File: src/rtl/eth_pcs_rx_block_synch_mlane.sv
// eth_pcs_rx_block_synch_mlane: per-lane 64b/66b sync-header block lock with
// gearbox slip requests, post-slip settle window and aggregate lock.
module eth_pcs_rx_block_synch_mlane #(
  parameter int N_LANES     = 4,
  parameter int W_SYNC      = 2,
  parameter int SH_TH       = 64,
  parameter int SH_INVAL_TH = 16,
  parameter int SLIP_WAIT   = 2
) (
  input  logic                      i_clk,
  input  logic                      i_reset,
  input  logic [N_LANES-1:0]        i_lane_en,
  input  logic [N_LANES-1:0]        i_valid,
  input  logic [N_LANES*W_SYNC-1:0] i_sync_hdr,
  output logic [N_LANES-1:0]        o_rx_lock,
  output logic [N_LANES-1:0]        o_slip,
  output logic                      o_all_lock
);
  localparam int SW = $clog2(SH_TH + 1);
  localparam int IW = $clog2(SH_INVAL_TH + 1);
  localparam int WW = SLIP_WAIT > 0 ? $clog2(SLIP_WAIT + 1) : 1;
  typedef enum logic [1:0] {UNLOCKED, LOCKED, WAIT} state_t;
  logic all_q;
  for (genvar l = 0; l < N_LANES; l++) begin : g_lane
    state_t          st_q, st_d;
    logic [SW-1:0]   sh_q, sh_d;
    logic [IW-1:0]   iv_q, iv_d;
    logic [WW-1:0]   wt_q, wt_d;
    logic            lock_q, lock_d, slip_q, slip_d;
    logic            hv, slip;
    logic [W_SYNC-1:0] hdr;
    assign hdr = i_sync_hdr[l*W_SYNC +: W_SYNC];
    assign hv  = (hdr == W_SYNC'(1)) || (hdr == W_SYNC'(2));
    always_ff @(posedge i_clk)
      if (i_reset) begin
        st_q   <= UNLOCKED;
        sh_q   <= '0;
        iv_q   <= '0;
        wt_q   <= '0;
        lock_q <= 1'b0;
        slip_q <= 1'b0;
      end else begin
        st_q   <= st_d;
        sh_q   <= sh_d;
        iv_q   <= iv_d;
        wt_q   <= wt_d;
        lock_q <= lock_d;
        slip_q <= slip_d;
      end
    always_comb begin
      st_d = st_q;
      sh_d = sh_q;
      iv_d = iv_q;
      wt_d = wt_q;
      slip = 1'b0;
      if (!i_lane_en[l]) begin
        st_d = UNLOCKED;
        sh_d = '0;
        iv_d = '0;
        wt_d = '0;
      end else if (i_valid[l]) begin
        case (st_q)
          UNLOCKED: begin
            slip = !hv;
            sh_d = sh_q + SW'(1);
            if (hv && sh_q == SW'(SH_TH - 1)) begin
              st_d = LOCKED;
              sh_d = '0;
            end
          end
          LOCKED: begin
            sh_d = sh_q + SW'(1);
            iv_d = iv_q + IW'(!hv);
            // Lock loss outranks the window-end clear on the same beat
            if (!hv && iv_q == IW'(SH_INVAL_TH - 1))
              slip = 1'b1;
            else if (sh_q == SW'(SH_TH - 1)) begin
              sh_d = '0;
              iv_d = '0;
            end
          end
          WAIT: begin
            wt_d = wt_q - WW'(1);
            st_d = wt_q == WW'(1) ? UNLOCKED : WAIT;
          end
          default: st_d = UNLOCKED;
        endcase
        if (slip) begin
          sh_d = '0;
          iv_d = '0;
          wt_d = WW'(SLIP_WAIT);
          st_d = SLIP_WAIT == 0 ? UNLOCKED : WAIT;
        end
      end
    end
    always_comb begin
      lock_d = st_d == LOCKED;
      slip_d = slip;
    end
    assign o_rx_lock[l] = lock_q;
    assign o_slip[l]    = slip_q;
  end
  always_ff @(posedge i_clk)
    if (i_reset) all_q <= 1'b0;
    else all_q <= (|i_lane_en) && (&(o_rx_lock | ~i_lane_en));
  assign o_all_lock = all_q;
endmodule

File: config.mk
export PLATFORM = sky130hd
export DESIGN_NAME = eth_pcs_rx_block_synch_mlane
export DESIGN_NICKNAME = d
export VERILOG_FILES = /design/src/rtl/eth_pcs_rx_block_synch_mlane.sv
export SDC_FILE = /design/constraint.sdc
export NUM_CORES = 1
export LEC_CHECK = 0
export ABC_AREA = 1
export CORE_AREA = 2 2 122 124
export CTS_BUF_LIST = sky130_fd_sc_hd__clkbuf_16
export DETAILED_ROUTE_END_ITERATION = 8
export DIE_AREA = 0 0 124 126
export PLACE_DENSITY_LB_ADDON = 0.2
export SLEW_MARGIN = 30
export SYNTH_ARGS = -nofsm -noshare
export SYNTH_HDL_FRONTEND = slang
export SYNTH_SLANG_ARGS = --single-unit
File: constraint.sdc
create_clock -name i_clk -period 3.3 [get_ports i_clk]
set_clock_uncertainty 0.1 [all_clocks]
set_input_delay 0.66 -clock i_clk [delete_from_list [all_inputs] [get_ports i_clk]]
set_output_delay 0.66 -clock i_clk [all_outputs]
set_load 0.1 [all_outputs]
==> Implementation_results.wiki <==
{| class="wikitable"
! Metric !! Value
|-
| Number of nets in the final layout || 670
|-
| Final cycle utilization of the critical path || 63.7%
|-
| Gr usage total || 12.9%
|-
| Data arrival time of the critical path || 2210 ps
|-
| Max-cap violation count || 0
|-
| Clock Tree Root || clkbuf_16
|-
| Worst-Skew Late Latency || 340 ps
|-
| Startpoint Class || input port
|-
| Top flip-flop cell by instance count after synthesis || dfxtp_1
|-
| Synthesized area || 0.00422 sq mm
|-
| Share of cells above drive strength 1 || 14.6%
|-
| Total via count in the routed design || 3775
|-
| Area of the die || 0.0156 sq mm
|-
| Total congestion overflow after global routing || 0
|-
| Top-level I/O count || 27
|-
| Largest net degree at the start of global routing || 12
|-
| Drt first-iter violations || 223
|-
| Maximum net fanout on the critical path || 3
|-
| Worst Tran Pin Value || 649 ps
|-
| Category of the worst setup path capture point || flip-flop
|-
| Maximum root-to-sink buffer count || 2
|-
| List of cells traversed by the critical path || clkdlybuf4s50_1 -> inv_1 -> nand2_1 -> nand2_1 -> ha_1 -> ha_1 -> or2_2 -> o21ai_0 -> nor3_1
|-
| TritonCTS clock tree || yes
|-
| Max H-tree Level || 3
|-
| Met2 wire length || 4320 microns
|-
| Horizontal die dimension || 124 microns
|-
| Total power density per cell area || 407 mW/mm^2
|-
| Count of pins over their slew limit || 0
|-
| Number of global-route vias before repair || 3628
|-
| FP Rows || 44
|-
| Final core utilization || 34.0%
|-
| Final standard cell area without fillers || 0.00487 sq mm
|-
| Share of synthesized registers carrying an async set or reset || 0%
|-
| Post-CTS resize count || 0
|-
| Number of synthesized flops with an enable pin || 0
|-
| Slowest cell delay on critical path || 500 ps
|-
| Final hold vios || 0
|-
| Placement Cell Area || 0.00462 sq mm
|-
| Gate count of the mapped netlist || 608
|-
| First-pass iteration count of the detailed router || 5
|-
| Buffers added on ports || 26
|-
| Number of synthesis warnings || 0
|-
| Hold WC Path Type || flip-flop to flip-flop
|-
| Post-CTS setup-driven buffer insertion count || 0
|-
| Final total negative setup slack || 0 ps
|-
| Final critical delay including setup and external delays || 2100 ps
|-
| Critical path data required time || 3410 ps
|-
| Number of nets produced by synthesis || 642
|-
| Number of CTS-inserted buffers || 9
|-
| Placed wire-length estimate after detailed placement || 7110 microns
|-
| Core Box Area || 0.0143 sq mm
|-
| Fmax || 0.476 GHz
|-
| Initial Utilization || 29.5%
|-
| Mean number of vias per cell || 4.59
|-
| Height of the die || 126 microns
|-
| Final setup fails || 0
|-
| Leak pwr || 1.98 nW
|-
| WP buf/inv || 2
|-
| Length of routed met3 wiring || 236 microns
|-
| Category of the critical setup timing path || input port to flip-flop
|-
| Headroom to the max-slew limit || 56.6%
|-
| Hold bufs inserted after CTS || 0
|-
| Highest-delay cell along the critical path || clkdlybuf4s50_1
|-
| Final Routed Wirelength || 9220 microns
|-
| Worst IR Drop VDD || 0.242 mV
|-
| Clock sink count || 73
|-
| Met1 wire length || 4480 microns
|-
| Diode insertion count for antenna repair || 0
|-
| Number of library cell types mapped by synthesis || 40
|-
| Clock-pin slew on the worst setup and hold paths || 50 ps
|-
| Portion of the post-synthesis area used by sequential elements || 34.6%
|-
| Antenna viol nets, final || 0
|-
| Area growth, synth to finish || 15.4%
|-
| Drt drc || 0
|-
| Setup repair after global routing missed its margin || no
|-
| Number of antenna violations at the first check in global routing || 0
|-
| Avg Cell Area, Syn || 6.94 sq um
|-
| Placer congestion estimate || 0.805
|-
| Average detailed-routed wire length per instance || 11.2 microns
|-
| Dominant delay contributor by cell family on the critical path || buffers and inverters
|-
| Number of synthesized register bits || 73
|-
| Global-route wire length before repair || 16200 microns
|-
| Max Used Layer || met4
|-
| Outcome || completed
|}
-- layout make-up --
| cell class | count | area (sq um) |
|---|---|---|
| fill | 1544 | 9450 |
| multi-input combinational | 448 | 2390 |
| sequential | 73 | 1460 |
| inverter | 76 | 293 |
| timing repair buffer | 28 | 253 |
| tap | 184 | 230 |
| clock buffer | 9 | 225 |
| clock inverter | 5 | 20.0 |
-- flip-flops by register name, indices dropped and copies added, names as in the netlist --
register / count
g_lane.sh_q: 28
g_lane.iv_q: 20
g_lane.st_q: 8
g_lane.wt_q: 8
g_lane.lock_q: 4
g_lane.slip_q: 4
o_all_lock: 1
-- worst min-delay path, cell delays in order, from the launching register on --
cell     delay, ps
dfxtp_1        310
nand2_1         60
a21oi_1         60
-- layer usage --
metal | vias up | GRT usage, %
met5 | - | 0
met4 | 0 | 5.42
met3 | 16 | 3.17
met2 | 40 | 21.5
met1 | 1707 | 15.8
li1 | 2012 | -
-- synth_stat cells, types with 3 or more instances --
cell type  count  area, sq um
or2_2          5         31.3
inv_2         13         48.8
nand2_2       13         81.3
buf_4         10         75.1
o21ai_0       24          120
nand3_2        4         40.0
a21oi_1       41          205
inv_1         61          229
nand2_1      145          544
nor3_1         6         30.0
nand3_1       52          260
ha_1          16          200
xor2_1         6         52.6
nand2_4        5         56.3
dfxtp_1       73         1460
xnor2_1        4         35.0
and3_1         5         31.3
nor2_4         6         67.6
nor2_1        72          270
nor2_2         8         50.1
a21oi_2        4         35.0
o21ai_1        3         15.0
nand4_1        5         31.3
nor3_2         4         40.0
-- cells in the final DEF, fill, tap and decap left out, drive strengths merged, types with 5 or more instances in the layout --
cell and n:
nor2 86, inv 80, nand2 164, o21ai 29
buf 11, xnor2 5, ha 16, nand3 56
or2 6, clkdlybuf4s50 17, a21oi 47, dfxtp 73
and3 5, nor3 10, xor2 6, clkbuf 9
nand4 5
-- cells by family (layout without fill, tap and decap cells) --
family	after synthesis	after routing	share of synthesized area, %
buffers and inverters	87	118	8.83
AND/OR/NAND/NOR	336	336	37.6
flip-flops	73	73	34.6
adder cells (fa/ha/maj)	16	16	4.74
XOR/XNOR	11	11	2.46
AO/OA/AOI/OAI	85	85	11.7
-- worst paths after layout --
kind	from	depth (start not counted)	endpoint	slack [ps]
worst max-delay path	i_sync_hdr[6]	9	g_lane[3].iv_q[1]	1200
worst min-delay path	g_lane[2].sh_q[6]	2	g_lane[2].sh_q[6]	370
worst max register to register	g_lane[2].sh_q[0]	7	g_lane[2].sh_q[4]	1590
worst min register to register	g_lane[2].sh_q[6]	2	g_lane[2].sh_q[6]	370
-- report_power, final --
part,total [W],switching [W],internal (W),leakage (nW)
Combinational,0.000239,0.000158,0.0000819,1.25
Clock,0.000834,0.000347,0.000487,0.136
Sequential,0.000908,0.0000124,0.000896,0.590
-- per-stage QoR --
stage / hold slack (ps) / total power, W / worst slack, ps / cells
final: 371 / 0.00198 / 1200 / 823
after floorplan: 344 / 0.00110 / 1450 / 608
after global placement: 363 / 0.00117 / 879 / 809
after detailed placement: 363 / 0.00117 / 838 / 809
after CTS: 374 / 0.00202 / 1200 / 823
after global routing: 404 / 0.00208 / 1020 / 823
Note: power is estimated with default switching activity, not from simulation.
